$ cat src/rtl/collision_matrix_if.sv
// Collision event stream from the detector FIFO head to the game controller.
// The master side presents the head entry and occupancy; the slave side accepts it with ev_ready.
interface collision_matrix_if #(
   parameter int NUM_BALLS   = 2,
   parameter int NUM_TARGETS = 8,
   parameter int FIFO_DEPTH  = 8
);
   localparam int BW = (NUM_BALLS > 1) ? $clog2(NUM_BALLS) : 1;
   localparam int TW = (NUM_TARGETS > 1) ? $clog2(NUM_TARGETS) : 1;
   localparam int CW = $clog2(FIFO_DEPTH) + 1;

   logic          ev_valid;
   logic          ev_ready;
   logic [BW-1:0] ev_ball;
   logic [TW-1:0] ev_target;
   logic [CW-1:0] ev_count;

   modport master (output ev_valid, ev_ball, ev_target, ev_count, input ev_ready);
   modport slave  (input ev_valid, ev_ball, ev_target, ev_count, output ev_ready);
endinterface

$ cat src/rtl/collision_matrix.sv
// Multi-ball / multi-target collision detector: per-pair once-per-frame and cooldown
// filtering, registered hit pulses, and a first-word-fall-through event FIFO.
module collision_matrix #(
   parameter int NUM_BALLS       = 2,
   parameter int NUM_TARGETS     = 8,
   parameter int COOLDOWN_FRAMES = 2,
   parameter int FIFO_DEPTH      = 8
) (
   input  logic                             clk,
   input  logic                             resetN,
   input  logic                             startOfFrame,
   input  logic [NUM_BALLS-1:0]             draw_ball,
   input  logic [NUM_TARGETS-1:0]           draw_target,
   input  logic [NUM_TARGETS-1:0]           target_en,
   input  logic                             freeze,
   output logic [NUM_BALLS*NUM_TARGETS-1:0] collision_pulse,
   output logic                             overflow,
   collision_matrix_if.master               ev
);
   localparam int NP = NUM_BALLS * NUM_TARGETS;
   localparam int BW = (NUM_BALLS > 1) ? $clog2(NUM_BALLS) : 1;
   localparam int TW = (NUM_TARGETS > 1) ? $clog2(NUM_TARGETS) : 1;
   localparam int AW = $clog2(FIFO_DEPTH);
   localparam int CW = AW + 1;
   localparam int EW = BW + TW;
   localparam logic [3:0] COOL = 4'(COOLDOWN_FRAMES);

   logic [NP-1:0] hit;
   logic [NP-1:0] seen_q, seen_d, pend_q, pend_d, pulse_q, pulse_d;
   logic [3:0]    cool_q [NP];
   logic [3:0]    cool_d [NP];
   logic          ovf_q, ovf_d;

   logic [EW-1:0] mem_q [FIFO_DEPTH];
   logic [AW-1:0] wr_q, rd_q;
   logic [CW-1:0] cnt_q, cnt_d;
   logic          found, push, pop;
   logic [NP-1:0] gnt;
   logic [EW-1:0] gnt_ev;

   always_comb begin
      hit = '0;
      for (int unsigned b = 0; b < NUM_BALLS; b++)
         for (int unsigned t = 0; t < NUM_TARGETS; t++)
            hit[b*NUM_TARGETS+t] = draw_ball[b] & draw_target[t] & target_en[t] & ~freeze;
   end

   // Fixed-priority arbiter: lowest pair index wins one FIFO slot per cycle.
   always_comb begin
      found  = 1'b0;
      gnt    = '0;
      gnt_ev = '0;
      for (int unsigned b = 0; b < NUM_BALLS; b++)
         for (int unsigned t = 0; t < NUM_TARGETS; t++)
            if (!found && pend_q[b*NUM_TARGETS+t]) begin
               found                 = 1'b1;
               gnt[b*NUM_TARGETS+t]  = 1'b1;
               gnt_ev                = {BW'(b), TW'(t)};
            end
      pop  = (cnt_q != '0) && ev.ev_ready;
      push = found && ((cnt_q != CW'(FIFO_DEPTH)) || pop);
      unique case ({push, pop})
         2'b10:   cnt_d = cnt_q + CW'(1);
         2'b01:   cnt_d = cnt_q - CW'(1);
         default: cnt_d = cnt_q;
      endcase
   end

   always_comb begin
      pulse_d = '0;
      ovf_d   = ovf_q;
      seen_d  = seen_q;
      cool_d  = cool_q;
      pend_d  = push ? (pend_q & ~gnt) : pend_q;
      for (int unsigned p = 0; p < NP; p++) begin
         // The frame boundary that closes the hit frame does not count toward cooldown,
         // so COOLDOWN_FRAMES whole frames after the hit stay suppressed.
         if (startOfFrame) begin
            seen_d[p] = 1'b0;
            if (!seen_q[p] && cool_q[p] != '0)
               cool_d[p] = cool_q[p] - 4'd1;
         end
         if (hit[p] && !seen_d[p] && cool_d[p] == '0) begin
            seen_d[p]  = 1'b1;
            cool_d[p]  = COOL;
            pulse_d[p] = 1'b1;
            if (pend_d[p]) ovf_d     = 1'b1;
            else           pend_d[p] = 1'b1;
         end
      end
   end

   always_ff @(posedge clk or posedge resetN) begin
      if (resetN) begin
         seen_q  <= '0;
         pend_q  <= '0;
         pulse_q <= '0;
         ovf_q   <= 1'b0;
         for (int unsigned i = 0; i < NP; i++) cool_q[i] <= '0;
      end else begin
         seen_q  <= seen_d;
         pend_q  <= pend_d;
         pulse_q <= pulse_d;
         ovf_q   <= ovf_d;
         cool_q  <= cool_d;
      end
   end

   always_ff @(posedge clk or posedge resetN) begin
      if (resetN) begin
         wr_q  <= '0;
         rd_q  <= '0;
         cnt_q <= '0;
         for (int unsigned i = 0; i < FIFO_DEPTH; i++) mem_q[i] <= '0;
      end else begin
         if (push) begin
            mem_q[wr_q] <= gnt_ev;
            wr_q        <= wr_q + AW'(1);
         end
         if (pop) rd_q <= rd_q + AW'(1);
         cnt_q <= cnt_d;
      end
   end

   assign ev.ev_valid      = (cnt_q != '0);
   assign ev.ev_ball       = mem_q[rd_q][EW-1:TW];
   assign ev.ev_target     = mem_q[rd_q][TW-1:0];
   assign ev.ev_count      = cnt_q;
   assign collision_pulse  = pulse_q;
   assign overflow         = ovf_q;
endmodule

$ cat src/flat_wrapper.sv
// flat-port wrapper written by rule: the top's interface ports become plain ports
module collision_matrix_flat 
#(
   parameter int NUM_BALLS       = 2,
   parameter int NUM_TARGETS     = 8,
   parameter int COOLDOWN_FRAMES = 2,
   parameter int FIFO_DEPTH      = 8
)
  (clk, resetN, startOfFrame, draw_ball, draw_target, target_en, freeze, collision_pulse, overflow, ev_ev_valid, ev_ev_ball, ev_ev_target, ev_ev_count, ev_ev_ready);
  collision_matrix_if #(.NUM_BALLS(NUM_BALLS), .NUM_TARGETS(NUM_TARGETS), .FIFO_DEPTH(FIFO_DEPTH)) ev_i ();
  input  logic clk;
  input  logic resetN;
  input  logic startOfFrame;
  input  logic [NUM_BALLS-1:0] draw_ball;
  input  logic [NUM_TARGETS-1:0] draw_target;
  input  logic [NUM_TARGETS-1:0] target_en;
  input  logic freeze;
  output logic [NUM_BALLS*NUM_TARGETS-1:0] collision_pulse;
  output logic overflow;
  output wire logic [$bits(ev_i.ev_valid)-1:0] ev_ev_valid;
  output wire logic [$bits(ev_i.ev_ball)-1:0] ev_ev_ball;
  output wire logic [$bits(ev_i.ev_target)-1:0] ev_ev_target;
  output wire logic [$bits(ev_i.ev_count)-1:0] ev_ev_count;
  input wire logic [$bits(ev_i.ev_ready)-1:0] ev_ev_ready;
  assign ev_ev_valid = ev_i.ev_valid;
  assign ev_ev_ball = ev_i.ev_ball;
  assign ev_ev_target = ev_i.ev_target;
  assign ev_ev_count = ev_i.ev_count;
  assign ev_i.ev_ready = ev_ev_ready;
  collision_matrix #(.NUM_BALLS(NUM_BALLS), .NUM_TARGETS(NUM_TARGETS), .COOLDOWN_FRAMES(COOLDOWN_FRAMES), .FIFO_DEPTH(FIFO_DEPTH)) u_core (.clk(clk), .resetN(resetN), .startOfFrame(startOfFrame), .draw_ball(draw_ball), .draw_target(draw_target), .target_en(target_en), .freeze(freeze), .collision_pulse(collision_pulse), .overflow(overflow), .ev(ev_i));
endmodule
$ cat config.mk
export PLATFORM = sky130hd
export DESIGN_NAME = collision_matrix_flat
export DESIGN_NICKNAME = d
export VERILOG_FILES = /design/src/rtl/collision_matrix_if.sv /design/src/rtl/collision_matrix.sv /design/src/flat_wrapper.sv
export SDC_FILE = /design/constraint.sdc
export NUM_CORES = 1
export LEC_CHECK = 0
export BUFFER_PORTS_ARGS = -buffer_cell sky130_fd_sc_hd__buf_2
export CAP_MARGIN = 20
export CORE_MARGIN = 4
export CORE_UTILIZATION = 55
export CTS_CLUSTER_DIAMETER = 60
export DETAILED_ROUTE_END_ITERATION = 8
export HOLD_SLACK_MARGIN = 0.08
export PLACE_DENSITY = 0.73
export SYNTH_ARGS = -nofsm -noshare
export SYNTH_HDL_FRONTEND = slang
export SYNTH_SLANG_ARGS = --single-unit
$ cat constraint.sdc
create_clock -name clk -period 6.4 [get_ports clk]
set_clock_uncertainty 0.05 [all_clocks]
set_input_delay 0.64 -clock clk [delete_from_list [all_inputs] [get_ports clk]]
set_output_delay 0.64 -clock clk [all_outputs]
set_load 0.02 [all_outputs]
; Word-level counts from Yosys, hierarchy flattened
; Index checks and enable logic that the tools add are counted.
; Widths: inputs -> output; s select.
[op_classes]
mul = 0
reduce_logical = 148
n_shift = 0
order_cmp = 3
mux = 198
eq_ne = 3
n_addsub = 20
n_bitwise = 53
n_div = 0
[op_table]
columns = cell, count
row1 = $mux 4, 59
row2 = $mux 1, 128
row3 = $reduce_bool 4->1, 17
row4 = $sub 4x1->4 const B, 17
row5 = $logic_and 1x1->1, 66
row6 = $logic_not 4->1, 16
row7 = $and 1x1->1, 48
row8 = $logic_not 1->1, 47
row9 = $bwmux 32, 1
row10 = $and 16x16->16, 1
row11 = $mux 16, 1
row12 = $not 16->16, 1
row13 = $bmux 4 s3, 1
row14 = $demux 4 s3, 1
row15 = $mux 3, 4
row16 = $ge 4x4->1 const B, 2
row17 = $not 3->4, 2
row18 = $pmux 4 s2, 1
row19 = $add 3x1->3 const B, 2
row20 = $add 4x1->4 const B, 1
row21 = $lt 4x1->1 const B, 1
row22 = $mux 2, 2
row23 = $ne 4x4->1 const B, 1
row24 = $eq 2x1->1 const B, 1
row25 = other kinds (4), 4
[word_totals]
register_bits = 155
romBits = 0
input_bits = 23
ramBits = 0
latch_bits = 0
output_inout_bits = 26
elab_cells = 456
memories = 0

; Logic depth before layout (Yosys ltp)
; Gate-level depths: netlist of the first run.
[logic_depth]
depth_word = 81
depth_mapped = 14
ltp_nobuf = 11

; Worst setup path before layout of the first run
; OpenSTA, ideal clock, no wires.
[synth_path]
path_kind = reg2reg
startpoint = reg u_core.cnt_q[1], in the netlist u_core.ev.ev_count[1]
endpoint = reg u_core.cnt_q[3], in the netlist u_core.ev.ev_count[3]
period_less_slack_ps = 2854
path_buffers = 2
required_ps = 6227
setup_ps = 123
stages_incl_launch_ff = 14
t_arrival_ps = 2681
path_slack_ps = 3546
cell_sequence = dfrtp_1 or3_1 or3_1 and2_1 buf_2 inv_2 buf_6 ha_1 ha_1 a21o_1 a21oi_1 xnor2_1 nor2_1 xnor2_1
[synth_between]
elab_chain_len = 6
elab_cells_between_ends = 11
classes_between = add/sub: 2 / eq/ne: 3 / mux: 1 / reduce/logical: 5
[synth_lines]
columns = element, line
row1 = start: declaration, collision_matrix.sv:36  ; logic [CW-1:0] cnt_q, cnt_d;
row2 = start signal: assignment, collision_matrix.sv:121  ; cnt_q <= cnt_d;
row3 = $reduce_bool 4->1, collision_matrix.sv:60  ; pop = (cnt_q != '0) && ev.ev_ready;
row4 = $logic_and 1x1->1, collision_matrix.sv:60
row5 = $logic_or 1x1->1, collision_matrix.sv:61  ; push = found && ((cnt_q != CW'(FIFO_DEPTH)) || pop);
row6 = $logic_and 1x1->1, collision_matrix.sv:61
row7 = $eq 2x1->1 or $eq 2x2->1 (tied branches), collision_matrix.sv:62  ; unique case ({push, pop})
row8 = $pmux 4 s2 or $reduce_bool 2->1 (tied branches), --
; Several ways; a longest one is shown, not always the timed one.
; A chain may end at the register's enable or synchronous reset.

; Worst setup path in the final report of the first run
[layout_path]
startpoint = reg u_core.pend_q[8]
endpoint = reg u_core.cnt_q[3], in the netlist u_core.ev.ev_count[3]
[layout_between]
elab_chain_len = 26
elab_cells_between_ends = 28
classes_between = eq/ne: 2 / mux: 9 / reduce/logical: 17
[layout_lines]
columns = element, line
row1 = start: declaration, collision_matrix.sv:29  ; logic [NP-1:0] seen_q, seen_d, pend_q, pend_d, pulse_q, pulse_d;
row2 = start signal: assignment, collision_matrix.sv:102  ; pend_q <= pend_d;
row3 = $logic_and 1x1->1 *, collision_matrix.sv:55  ; if (!found && pend_q[b*NUM_TARGETS+t]) begin
row4 = $mux 1 *, collision_matrix.sv:55
row5 = $logic_not 1->1, collision_matrix.sv:55
row6 = $logic_and 1x1->1, collision_matrix.sv:55
row7 = $mux 1 *, collision_matrix.sv:55
row8 = $logic_not 1->1, collision_matrix.sv:55
row9 = $logic_and 1x1->1, collision_matrix.sv:55
row10 = $mux 1 *, collision_matrix.sv:55
row11 = (+10 left out), --
row12 = $logic_and 1x1->1, collision_matrix.sv:55
row13 = $mux 1 *, collision_matrix.sv:55
row14 = $logic_not 1->1, collision_matrix.sv:55
row15 = $logic_and 1x1->1, collision_matrix.sv:55
row16 = $mux 1 *, collision_matrix.sv:55
row17 = $logic_and 1x1->1 *, collision_matrix.sv:61
row18 = $eq 2x1->1 or $eq 2x2->1 (tied branches), collision_matrix.sv:62
row19 = $pmux 4 s2 or $reduce_bool 2->1 (tied branches), --
; Every way passes the cells marked *; elsewhere a longest branch is shown, timed or not.

==> results of run 1 <==
[routing by layer]
metal	vias up	part of all wire	track usage
met3	23	0.040	0.0464
met1	2763	0.44	0.284
met2	119	0.50	0.362
met4	0	0.021	0.0732
li1	2739	-	-
met5	-	0	0
[Yosys cell counts, types with 3 or more instances]
library cell               count
sky130_fd_sc_hd__mux2_2       50
sky130_fd_sc_hd__xnor2_1      23
sky130_fd_sc_hd__nor4_1       14
sky130_fd_sc_hd__clkbuf_1      5
sky130_fd_sc_hd__nand2b_1     37
sky130_fd_sc_hd__dfrtp_1     155
sky130_fd_sc_hd__mux4_2        8
sky130_fd_sc_hd__nor3_1       25
sky130_fd_sc_hd__ha_1         21
sky130_fd_sc_hd__or3_1         6
sky130_fd_sc_hd__nor2_1       39
sky130_fd_sc_hd__nor3b_1       3
sky130_fd_sc_hd__mux2i_1      15
sky130_fd_sc_hd__nor4_2        3
sky130_fd_sc_hd__o211ai_1      5
sky130_fd_sc_hd__and2_1        5
sky130_fd_sc_hd__or2_2        10
sky130_fd_sc_hd__a21oi_1      16
sky130_fd_sc_hd__a31oi_1       4
sky130_fd_sc_hd__nand2_1      90
sky130_fd_sc_hd__nand3_1      10
sky130_fd_sc_hd__o21ai_1       3
sky130_fd_sc_hd__or4_1         8
sky130_fd_sc_hd__nor2b_1      19
sky130_fd_sc_hd__o21ai_0      28
sky130_fd_sc_hd__a21o_1        3
sky130_fd_sc_hd__o31ai_1       9
sky130_fd_sc_hd__inv_1        74
sky130_fd_sc_hd__nand3b_1     13
sky130_fd_sc_hd__nand4_1       6
[cell usage in the layout, fill, tap and decap left out, types with 13 or more instances in the layout]
master	count
sky130_fd_sc_hd__o21ai_0	28
sky130_fd_sc_hd__nor2_1	39
sky130_fd_sc_hd__buf_2	48
sky130_fd_sc_hd__nand2b_1	37
sky130_fd_sc_hd__clkbuf_16	17
sky130_fd_sc_hd__mux2i_1	15
sky130_fd_sc_hd__mux2_2	50
sky130_fd_sc_hd__nor3_1	25
sky130_fd_sc_hd__a21oi_1	16
sky130_fd_sc_hd__nor4_1	14
sky130_fd_sc_hd__nand2_1	90
sky130_fd_sc_hd__ha_1	21
sky130_fd_sc_hd__xnor2_1	23
sky130_fd_sc_hd__nor2b_1	19
sky130_fd_sc_hd__dfrtp_1	155
sky130_fd_sc_hd__inv_1	73
sky130_fd_sc_hd__nand3b_1	13
[logic make-up (layout without fill, tap and decap cells)]
kind of cell | after synthesis | in the layout | share of synthesized area
xor gates and xnor gates | 24 | 24 | 0.0268
adders and majority gates | 22 | 22 | 0.0360
buffers and inverters | 88 | 154 | 0.0443
AOI/OAI and AO/OA | 94 | 94 | 0.0790
DFF | 155 | 155 | 0.494
muxes | 73 | 73 | 0.114
and+or+nand+nor | 303 | 303 | 0.206
[worst max path at each step]
stage	from	end	slack, ns	cells past startpoint
CTS	u_core.pend_q[8]$_DFF_PP0_	u_core.ev.ev_count[3]$_DFFE_PP0P_	3.22	11
detailed placement	startOfFrame	u_core.overflow$_DFF_PP0_	3.17	9
global placement	startOfFrame	u_core.overflow$_DFF_PP0_	3.28	9
global route	u_core.pend_q[8]$_DFF_PP0_	u_core.ev.ev_count[3]$_DFFE_PP0P_	2.97	11
floorplan	resetN	u_core.collision_pulse[0]$_DFF_PP0_	1.53	1
finish	u_core.pend_q[8]$_DFF_PP0_	u_core.ev.ev_count[3]$_DFFE_PP0P_	3.18	11
[metrics by stage]
step	setup slack, ns	power [W]	area (µm²)	instances	hold slack (ns)
2_1_floorplan	1.53	0.00334	7860	759	0.406
6_report	3.18	0.00485	8880	1005	0.360
3_3_place_gp	3.28	0.00366	8270	976	0.432
3_5_place_dp	3.17	0.00380	8270	976	0.431
5_1_grt	2.97	0.00525	8880	1005	0.471
4_1_cts	3.22	0.00487	8880	1005	0.426
[registers in the layout (all words and copies together) (netlist names)]
| signal | cells |
|---|---|
| u_core.collision_pulse | 16 |
| u_core.rd_q | 3 |
| u_core.pend_q | 16 |
| u_core.mem_q | 32 |
| u_core.overflow | 1 |
| u_core.cool_q | 64 |
| u_core.seen_q | 16 |
| u_core.ev.ev_count | 4 |
| u_core.wr_q | 3 |
[power by group]
part,internal (W),switching [W]
sequential,0.00133,0.000344
clock,0.000656,0.000384
combinational,0.000909,0.00122
total,0.00290,0.00195
[area by class of cell]
| type | instances | area (µm²) |
|---|---|---|
| Fill cell | 1096 | 5050 |
| Timing Repair Buffer | 49 | 248 |
| Multi-Input combinational cell | 516 | 3630 |
| Tap cell | 180 | 225 |
| Sequential cell | 155 | 3880 |
| Clock inverter | 11 | 173 |
| Inverter | 76 | 290 |
| Clock buffer | 18 | 439 |
==> summary.md, run 1 <==
| Metric | Value |
|---|---|
| Status | finished, final reports clean |
| Rel. slew slack | 0.347 |
| Gate count of the mapped netlist | 759 |
| Number of hold-repair buffers added at the cts stage | 0 |
| Post-route minimum period | ~3.2 ns |
| Crit Path Class | reg2reg |
| GRT Util Overall | 0.217 |
| Ratio of final minimum period to clock period | 0.503 |
| Max H-tree Level | 4 |
| Cells traversed along the worst timing path | nor4_1 > nand4_1 > and2_1 > inv_2 > ha_1 > ha_1 > a21o_1 > a21oi_1 > xnor2_1 > nor2_1 > xnor2_1 |
| Starting Density | 0.564 |
| Max clock buf depth | 2 |
| Initial DRC count | 320 |
| Part of the Yosys area used for sequential elements | 0.494 |
| Count of cell types in the netlist | just under 70 |
| CP Capture Type | flip-flop |
| Count of cells along the worst register-to-register path | 11 |
| Total wirelength of the detailed-routed design | approximately 16 mm |
| Source-to-sink clock delay at the later pin of the worst-skew pair | 0.42 ns |
| Area share of the leading cell type in the synthesized netlist | 0.494 |
| Leading cell types by total area after synthesis | sky130_fd_sc_hd__dfrtp_1 49%, sky130_fd_sc_hd__mux2_2 7.2%, sky130_fd_sc_hd__nand2_1 4.3% |
| Worst hold path class | in2async |
| RR Endpoint | u_core.ev.ev_count[3]$_DFFE_PP0P_ |
| Antenna viol nets, final | 0 |
| Sink count of the clock tree | ~160 |
| Least-Margin Pin Slew | 0.980 ns |
| Clk pin slew, worst setup/hold paths | 0.06 ns |
| Flop and latch count out of synthesis | between 150 and 200 |
| Summed negative setup slack over all endpoints | 0 ns |
| Row cnt | 43 |
| Core area | between 10000 and 15000 µm² |
| Width of the chip | between 100 and 150 µm |
| Crit path largest cell delay | roughly 0.7 ns |
| Ratio of total power to cell area | 546 nW/µm² |
| Unrepaired setup endpoints after global routing | no |
| Worst vdd ir | approximately 0.00067 V |
| Avg Vias per Cell | 5.62 |
| Synthesized area per cell | 10.3 µm² |
| Number of hold violations in the final report | 0 |
| Final Max Slew Viols | 0 |
| Detailed-route wire length per cell | 16.2 µm |
| Largest net degree at the start of global routing | 109 |
| Count of buffers from port buffering | between 40 and 50 |
| Via count | 5644 |
| Number of antenna diodes | 0 |
| Max Fanout on Critical Path | 11 |
| Post-Synthesis Net Count | 804 |
| Register-to-Register Setup Slack | ~3.2 ns |
| Crit-path slowest cell | sky130_fd_sc_hd__nor4_1 |
| Cell leakage power | 4.50 nW |
| Clock tree from TritonCTS | yes |
| Cell at the root of the clock tree | sky130_fd_sc_hd__clkbuf_16 |
| Share of flip-flops with an asynchronous set or reset after synthesis | 1.00 |
| Quantity of gates resized following cts | 0 |
| Data arrival time of the worst path | between 3 and 4 ns |
| Post-detail-place hpwl | roughly 12 mm |
| Number of buffers and inverters on the critical path | 1 |
| Remaining DRCs | 0 |
| Yosys top cell by area | sky130_fd_sc_hd__dfrtp_1 |
| Synthesis-to-finish area growth | 13.1% |
| GRT Residual Overflow | 0 |
| Height of the die | 128 µm |
| Detailed-router iteration count before antenna repair | 5 |
| Final weighted congestion of routability-driven global placement | 0.834 |
| Number of antenna violations at the first check in global routing | 0 |
| Required @ worst endpoint | 6.66 ns |
| Fin util | 0.637 |
| Vias in the first global route | just under 6000 |
| Achievable frequency | 0.310 GHz |
| Worst R2R Start | u_core.pend_q[8]$_DFF_PP0_ |
| Wire length of the first global-routing pass | ~29 mm |
| Ports placed on the boundary | just under 50 |
| Total die area | 16300 µm² |
| Startpoint class of the critical path | flip-flop |
| Cell area after synthesis | 7860 µm² |
| Top Family by Delay on Critical Path | simple AND/OR/NAND/NOR gates |
| YS warnings | 0 |
| Max-Cap Viols | 0 |
| Finish-stage setup viols | 0 |
| Total clock buffers created by CTS | 17 |
| Top_reg_cell synth | sky130_fd_sc_hd__dfrtp_1 |
| Net total in the final layout | 860 |
| Number of enable flip-flop cells after synthesis | 0 |
| Post-CTS Setup Inserts | 0 |
| Ratio of cells with drive above 1 in the final layout | 0.193 |
Note: power is estimated with default switching activity, not from simulation.
==> inputs of run 2 (changes only) <==
--- a/config.mk
+++ b/config.mk
@@ -5,6 +5,7 @@
 export SDC_FILE = /design/constraint.sdc
 export NUM_CORES = 1
 export LEC_CHECK = 0
+export ABC_AREA = 1
 export BUFFER_PORTS_ARGS = -buffer_cell sky130_fd_sc_hd__buf_2
 export CAP_MARGIN = 20
 export CORE_MARGIN = 4
@@ -12,7 +13,7 @@
 export CTS_CLUSTER_DIAMETER = 60
 export DETAILED_ROUTE_END_ITERATION = 8
 export HOLD_SLACK_MARGIN = 0.08
-export PLACE_DENSITY = 0.73
+export PLACE_DENSITY = 0.76
 export SYNTH_ARGS = -nofsm -noshare
 export SYNTH_HDL_FRONTEND = slang
 export SYNTH_SLANG_ARGS = --single-unit
==> constraint.sdc (replaced) <==
create_clock -name clk -period 2.69 [get_ports clk]
set_clock_uncertainty 0.05 [all_clocks]
set_input_delay 0.269 -clock clk [delete_from_list [all_inputs] [get_ports clk]]
set_output_delay 0.269 -clock clk [all_outputs]
set_load 0.02 [all_outputs]
==> run 2 against run 1 <==
Non-clock buffer count is 30 higher. Highest routed layer unchanged. Largest cell class unchanged. Core utilization is 3.4 points higher. Critical path depth is 7 higher. Final cell count is 18% higher. Synthesized area is 2.0% lower. Die area is 1.9% lower. Global-route usage is 0.81 points higher. First-iteration DRC count is 43% higher. Sequential cell count stayed put. Critical endpoint unchanged. Wire length is 6.1% higher. Hold slack worse by 0.35 ns. Critical path type unchanged. Fmax is 22% higher.
==> summary.md, run 2 <==
| Metric | Value |
|---|---|
| Least-Margin Pin Slew | ~0.86 ns |
| Cell at the root of the clock tree | sky130_fd_sc_hd__clkbuf_16 |
| Cells traversed along the worst timing path | nor2_2 > nand2_2 > nor2_4 > nand4_4 > nor2_4 > nand4_4 > nor2_8 > nand4_4 > nand2_4 > ha_4 > ha_1 > nand2_1 > nor2_1 > a211oi_2 > nor2_1 > nor2_1 > nand2_1 > xor2_1 |
| Largest net degree at the start of global routing | 156 |
| Top Family by Delay on Critical Path | simple AND/OR/NAND/NOR gates |
| Cell area after synthesis | just under 8000 µm² |
| Net total in the final layout | 1041 |
| Achievable frequency | 0.379 GHz |
| Core area | 13500 µm² |
| Finish-stage setup viols | 0 |
| Footprint of the multi-input gates | 3210 µm² |
| Source-to-sink clock delay at the later pin of the worst-skew pair | 0.43 ns |
| Part of the Yosys area used for sequential elements | 0.504 |
| Dominant cell by count in the synthesized netlist | sky130_fd_sc_hd__nand2_1 |
| Crit path to | u_core.ev.ev_count[3]$_DFFE_PP0P_ |
| Count of cell types in the netlist | 40 |
| Crit path largest cell delay | around 0.38 ns |
| Most frequent cells after synthesis | 171 x sky130_fd_sc_hd__nand2_1, 156 x sky130_fd_sc_hd__inv_1, 155 x sky130_fd_sc_hd__dfrtp_1 |
| CP Capture Type | flip-flop |
| YS warnings | 0 |
| Highest-count cells in the layout ignoring fill and taps | 171 x sky130_fd_sc_hd__nand2_1, 155 x sky130_fd_sc_hd__inv_1, 155 x sky130_fd_sc_hd__dfrtp_1 |
| Sink count of the clock tree | 155 |
| Most frequent standard cell in the layout excluding fill and tap cells | sky130_fd_sc_hd__nand2_1 |
| Avg Vias per Cell | 5.27 |
| Flop and latch count out of synthesis | 155 |
| Most used routing layer in global routing | met2 |
| Crit-path slowest cell | sky130_fd_sc_hd__dfrtp_1 |
| Placed Instance Area | 8380 µm² |
| Synthesized area per cell | 8.46 µm² |
| Initial DRC count | 456 |
| Area taken by flip-flops and latches | 3880 µm² |
| Global-route met3 utilization | 0.0534 |
| Total clock buffers created by CTS | 17 |
| Clk pin slew, worst setup/hold paths | 0.06 ns |
| Clock tree from TritonCTS | yes |
| Number of buffers and inverters on the critical path | 0 |
| Area share of the leading cell type in the synthesized netlist | 0.504 |
| Max H-tree Level | 4 |
| Final design area excluding fillers | roughly 9000 µm² |
| Remaining DRCs | 0 |
| Via count | around 6200 |
| Antenna viol nets, final | 0 |
| Data arrival time of the worst path | 2.90 ns |
| Number of enable flip-flop cells after synthesis | 0 |
| Wire length of the first global-routing pass | 29.2 mm |
| GR Util met2 | 0.379 |
| Number of antenna violations at the first check in global routing | 0 |
| Worst hold path class | in2async |
| Count of cells along the worst register-to-register path | 18 |
| Width of the chip | 126 µm |
| Total die area | 15900 µm² |
| Logic depth of the worst path, buffers included | 18 |
| RR Endpoint | u_core.ev.ev_count[3]$_DFFE_PP0P_ |
| Ratio of final minimum period to clock period | 0.982 |
| Number of hold-repair buffers added at the cts stage | 0 |
| Ratio of cells with drive above 1 in the final layout | 0.139 |
| Number of hold violations in the final report | 0 |
| Leading cell types by total area after synthesis | sky130_fd_sc_hd__dfrtp_1 50%, sky130_fd_sc_hd__nand2_1 8.3%, sky130_fd_sc_hd__inv_1 7.6% |
| Post-Synthesis Net Count | approximately 960 |
| Critical path launch point | u_core.pend_q[3]$_DFF_PP0_ |
| Top_reg_cell synth | sky130_fd_sc_hd__dfrtp_1 |
| Biggest registers after layout | u_core.cool_q x64, u_core.mem_q x32 |
| Vias in the first global route | 6229 |
| Ports placed on the boundary | 49 |
| Register-to-Register Setup Slack | 0.05 ns |
| Crit Path Class | reg2reg |
| Max-Cap Viols | 0 |
| Fraction of met1 tracks used by global routing | 0.292 |
| GRT Util Overall | 0.225 |
| Post-route minimum period | ~2.6 ns |
| Fin util | 0.671 |
| Required @ worst endpoint | 2.95 ns |
| Flip-flop count of the largest register after layout | 64 |
| Height of the die | 126 µm |
| Row cnt | 42 |
| Synthesis-to-finish area growth | 17.4% |
| Hold slack final | roughly 0.013 ns |
| Rel. slew slack | 0.430 |
| Final Max Slew Viols | 0 |
| Total wirelength of the detailed-routed design | 17.3 mm |
| Worst R2R Start | u_core.pend_q[3]$_DFF_PP0_ |
| Share of flip-flops with an asynchronous set or reset after synthesis | 1.00 |
| Post-detail-place hpwl | approximately 12 mm |
| Max Fanout on Critical Path | 3 |
| Status | finished, final reports clean |
| Startpoint class of the critical path | flip-flop |
| Cell total after placement | 1149 |
| Max clock buf depth | 2 |
| Detailed-route wire length per cell | 14.6 µm |
| Number of cells in the finished layout apart from fillers | 1183 |
| Gate count of the mapped netlist | 910 |
| Final weighted congestion of routability-driven global placement | between 0.8 and 0.9 |
| Filler cell count in the final layout | 1099 |
| Yosys top cell by area | sky130_fd_sc_hd__dfrtp_1 |
| Detailed-router iteration count before antenna repair | 5 |
| GRT Residual Overflow | 0 |
| Count of buffers from port buffering | 48 |
| Unrepaired setup endpoints after global routing | yes |
| Number of antenna diodes | 0 |
| Most flops, register | u_core.cool_q |
| Starting Density | 0.572 |
==> run 2: worst min-delay path by stage <==
stage,start,endpoint,depth (start not counted)
detailed placement,u_core.mem_q[5]$_DFFE_PP0P_,u_core.mem_q[5]$_DFFE_PP0P_,2
global route,ev_ev_ready,u_core.rd_q[0]$_DFFE_PP0P_,3
finish,resetN,u_core.cool_q[40]$_DFF_PP0_,3
global placement,u_core.mem_q[16]$_DFFE_PP0P_,u_core.mem_q[16]$_DFFE_PP0P_,2
floorplan,draw_target[3],u_core.collision_pulse[3]$_DFF_PP0_,2
CTS,resetN,u_core.seen_q[6]$_DFF_PP0_,3
==> run 2: cell type report <==
| cell class | instances | area share |
|---|---|---|
| tap | 176 | 0.0244 |
| timing repair buffer | 79 | 0.0551 |
| sequential | 155 | 0.429 |
| clock inverter | 7 | 0.0154 |
| multi-input combinational | 583 | 0.356 |
| inverter | 160 | 0.0669 |
| clock buffer | 23 | 0.0529 |
==> run 2: metal layers <==
metal | share of wire | routed length, µm
met4 | 0.016 | 274
met3 | 0.041 | 713
met5 | 0 | 0
met2 | 0.49 | 8380
met1 | 0.46 | 7890
==> run 2: logic make-up after synthesis <==
group,synth area share
simple gates,0.233
buf+inv,0.0852
flops,0.504
compound gates,0.0863
xor+xnor,0.0546
fa+ha+maj,0.0367
==> run 2: what timing repair did <==
action / 4_1_cts / 5_1_grt
gates resized for setup: 1 / 1
pin swaps: 0 / 7
endpoints found under the setup margin: 1 / 5
buffers inserted: 0 / 4
==> run 2: worst register-to-register path: stages, from the launching register on <==
cell	delay, ns
sky130_fd_sc_hd__dfrtp_1	0.38
sky130_fd_sc_hd__nor2_2	0.15
sky130_fd_sc_hd__nand2_2	0.10
sky130_fd_sc_hd__nor2_4	0.12
sky130_fd_sc_hd__nand4_4	0.10
sky130_fd_sc_hd__nor2_4	0.13
sky130_fd_sc_hd__nand4_4	0.13
sky130_fd_sc_hd__nor2_8	0.12
sky130_fd_sc_hd__nand4_4	0.10
sky130_fd_sc_hd__nand2_4	0.10
sky130_fd_sc_hd__ha_4	0.16
sky130_fd_sc_hd__ha_1	0.22
sky130_fd_sc_hd__nand2_1	0.06
sky130_fd_sc_hd__nor2_1	0.04
sky130_fd_sc_hd__a211oi_2	0.23
sky130_fd_sc_hd__nor2_1	0.06
sky130_fd_sc_hd__nor2_1	0.08
sky130_fd_sc_hd__nand2_1	0.07
sky130_fd_sc_hd__xor2_1	0.14
==> run 2: stage by stage <==
stage / setup slack (ns) / setup TNS [ns]
floorplan: -0.00487 / -0.00487
global placement: 0.0855 / 0
detailed placement: -0.0123 / -0.0123
CTS: 0.00696 / 0
global route: -0.117 / -0.117
finish: 0.0485 / 0
Power of run 2 is left out: the tool's default activity adds up to more than one toggle a clock period on the data nets, which glitch-free logic cannot reach.
==> inputs of run 3 (changes only) <==
--- a/config.mk
+++ b/config.mk
@@ -9,11 +9,11 @@
 export BUFFER_PORTS_ARGS = -buffer_cell sky130_fd_sc_hd__buf_2
 export CAP_MARGIN = 20
 export CORE_MARGIN = 4
-export CORE_UTILIZATION = 55
+export CORE_UTILIZATION = 50
 export CTS_CLUSTER_DIAMETER = 60
 export DETAILED_ROUTE_END_ITERATION = 8
 export HOLD_SLACK_MARGIN = 0.08
-export PLACE_DENSITY = 0.76
+export PLACE_DENSITY = 0.7
 export SYNTH_ARGS = -nofsm -noshare
 export SYNTH_HDL_FRONTEND = slang
 export SYNTH_SLANG_ARGS = --single-unit
==> run 3 against run 2 <==
Register-to-register slack about the same. Critical path depth unchanged. Via count decreased by 1.8%. Non-clock buffer count decreased by 2. Final cell count increased by 1.0%. Clock-buffer cell count decreased by 1. Wire length decreased by 3.9%. Sequential cell count unchanged. Critical endpoint unchanged. Sequential share of layout area unchanged. Setup slack got worse by 0.0013 ns. Hold slack improved by 0.10 ns.
==> summary.md, run 3 (synthesis results as in run 2) <==
| Metric | Value |
|---|---|
| Antenna viol nets, final | 0 |
| Number of antenna diodes | 0 |
| Count of cells along the worst register-to-register path | 18 |
| Placed Instance Area | 8390 µm² |
| Least-Margin Pin Slew | 0.557 ns |
| GRT Util Overall | 0.200 |
| Post-detail-place hpwl | between 10 and 15 mm |
| Crit Path Class | reg2reg |
| GR Util met2 | 0.316 |
| RR Endpoint | u_core.ev.ev_count[3]$_DFFE_PP0P_ |
| Worst R2R Start | u_core.pend_q[1]$_DFF_PP0_ |
| GRT Residual Overflow | 0 |
| Max H-tree Level | 4 |
| Clk pin slew, worst setup/hold paths | 0.06 ns |
| Ratio of final minimum period to clock period | 0.982 |
| Height of the die | 132 µm |
| Final design area excluding fillers | 9030 µm² |
| Core area | 15100 µm² |
| Detailed-router iteration count before antenna repair | 5 |
| Crit-path slowest cell | sky130_fd_sc_hd__dfrtp_1 |
| Avg Vias per Cell | ~5 |
| Via count | ~6000 |
| Biggest registers after layout | u_core.cool_q x64, u_core.mem_q x32 |
| Post-route minimum period | 2.64 ns |
| Crit path to | u_core.ev.ev_count[3]$_DFFE_PP0P_ |
| Sink count of the clock tree | 155 |
| Max clock buf depth | 2 |
| Critical path launch point | u_core.pend_q[1]$_DFF_PP0_ |
| Cells traversed along the worst timing path | nor2_2 > nand2_2 > nor2_4 > nand4_4 > nor2_4 > nand4_4 > nor2_8 > nand4_4 > nand2_4 > ha_4 > ha_4 > nand2_2 > nor2_2 > a211oi_2 > nor2_1 > nor2_1 > nand2_1 > xor2_1 |
| Logic depth of the worst path, buffers included | 18 |
| Max-Cap Viols | 0 |
| Startpoint class of the critical path | flip-flop |
| Flip-flop count of the largest register after layout | 64 |
| Most used routing layer in global routing | met2 |
| Rel. slew slack | 0.624 |
| Number of hold violations in the final report | 0 |
| Total die area | 17400 µm² |
| Cell mode on critical path | sky130_fd_sc_hd__nand4_4 |
| Crit path largest cell delay | around 0.39 ns |
| Count of buffers from port buffering | 48 |
| Cell at the root of the clock tree | sky130_fd_sc_hd__clkbuf_16 |
| Highest-count cells in the layout ignoring fill and taps | 170 x sky130_fd_sc_hd__nand2_1, 155 x sky130_fd_sc_hd__inv_1, 155 x sky130_fd_sc_hd__dfrtp_1 |
| Remaining DRCs | 0 |
| Global-route met3 utilization | 0.0397 |
| Source-to-sink clock delay at the later pin of the worst-skew pair | 0.43 ns |
| Ratio of cells with drive above 1 in the final layout | 0.141 |
| Clock tree from TritonCTS | yes |
| Fraction of met1 tracks used by global routing | 0.280 |
| Ports placed on the boundary | between 40 and 50 |
| Number of buffers and inverters on the critical path | 0 |
| Worst hold path class | in2reg |
| Detailed-route wire length per cell | 13.9 µm |
| CP Capture Type | flip-flop |
| Register-to-Register Setup Slack | 0.05 ns |
| Total clock buffers created by CTS | 17 |
| Vias in the first global route | between 5000 and 6000 |
| Max Fanout on Critical Path | 3 |
| Row cnt | 45 |
| Wire length of the first global-routing pass | between 20 and 30 mm |
| Width of the chip | 132 µm |
| Finish-stage setup viols | 0 |
| Top Family by Delay on Critical Path | simple AND/OR/NAND/NOR gates |
| Final weighted congestion of routability-driven global placement | between 0.9 and 1 |
| Synthesis-to-finish area growth | 17.4% |
| Required @ worst endpoint | around 3.0 ns |
| Starting Density | 0.508 |
| Total wirelength of the detailed-routed design | around 17 mm |
| Status | finished, final reports clean |
| Final Max Slew Viols | 0 |
| Initial DRC count | 375 |
| Data arrival time of the worst path | 2.91 ns |
| Net total in the final layout | a little over 1000 |
| Number of antenna violations at the first check in global routing | 0 |
| Most frequent standard cell in the layout excluding fill and tap cells | sky130_fd_sc_hd__nand2_1 |
| Achievable frequency | 0.378 GHz |
| Largest net degree at the start of global routing | 80 |
| Most flops, register | u_core.cool_q |
| Unrepaired setup endpoints after global routing | yes |
run 3: cell types whose count changed in the layout (fill, tap and decap cells not counted), sizes merged:
| cell | delta |
|---|---|
| buf | -3 |
| clkinv | +3 |
| bufinv | -2 |
| clkinvlp | +2 |
| clkbuf | -1 |
| dlygate4sd3 | +1 |
run 3: repair_timing:
item	CTS	global route
pin swaps	4	4
hold buffers	1	0
hold endpoints to repair	155	0
setup buffers	2	1
resized for setup	1	3
setup endpoints to repair	1	1
run 3: worst reg2reg max path, stage by stage (launching register included):
cell                       delay [ns]
sky130_fd_sc_hd__dfrtp_1         0.39
sky130_fd_sc_hd__nor2_2          0.15
sky130_fd_sc_hd__nand2_2         0.09
sky130_fd_sc_hd__nor2_4          0.12
sky130_fd_sc_hd__nand4_4         0.10
sky130_fd_sc_hd__nor2_4          0.15
sky130_fd_sc_hd__nand4_4         0.12
sky130_fd_sc_hd__nor2_8          0.12
sky130_fd_sc_hd__nand4_4         0.10
sky130_fd_sc_hd__nand2_4         0.11
sky130_fd_sc_hd__ha_4            0.17
sky130_fd_sc_hd__ha_4            0.22
sky130_fd_sc_hd__nand2_2         0.06
sky130_fd_sc_hd__nor2_2          0.03
sky130_fd_sc_hd__a211oi_2        0.20
sky130_fd_sc_hd__nor2_1          0.07
sky130_fd_sc_hd__nor2_1          0.09
sky130_fd_sc_hd__nand2_1         0.07
sky130_fd_sc_hd__xor2_1          0.13
run 3: per-stage QoR:
step / util / setup slack, ns / hold slack [ns] / setup TNS, ns / std cells
after detailed placement: 0.554 / 0.0145 / 0.408 / 0 / 1159
final: 0.596 / 0.0473 / 0.115 / 0 / 1195
after CTS: 0.595 / 0.000784 / 0.101 / 0 / 1194
after global placement: 0.554 / 0.0555 / 0.406 / 0 / 1159
after floorplan: - / -0.00487 / 0.391 / -0.00487 / 910
after global routing: 0.596 / -0.147 / 0.126 / -0.147 / 1195
run 3: cell type report:
class	count	area, µm²
clock buffers	22	474
clock inverters	10	116
fillers	1322	6110
inverters	160	604
multi-input cells	583	3230
flip-flops and latches	155	3880
well taps	188	235
repair buffers	77	498
run 3: worst min path at each step:
stage	from	cells after the start	to	slack, ns
2_1_floorplan	draw_target[3]	2	u_core.collision_pulse[3]$_DFF_PP0_	0.39
3_3_place_gp	resetN	3	u_core.ev.ev_count[0]$_DFFE_PP0P_	0.41
3_5_place_dp	resetN	3	u_core.ev.ev_count[2]$_DFFE_PP0P_	0.41
4_1_cts	ev_ev_ready	3	u_core.rd_q[0]$_DFFE_PP0P_	0.10
5_1_grt	startOfFrame	2	u_core.seen_q[14]$_DFF_PP0_	0.13
6_report	startOfFrame	2	u_core.seen_q[13]$_DFF_PP0_	0.12
run 3: routing by layer:
metal / share of wire / routed length [µm]
met1: 0.48 / 7900
met4: 0.015 / 249
met2: 0.47 / 7740
met3: 0.041 / 681
met5: 0 / 0
Power of run 3 is left out for the same reason.
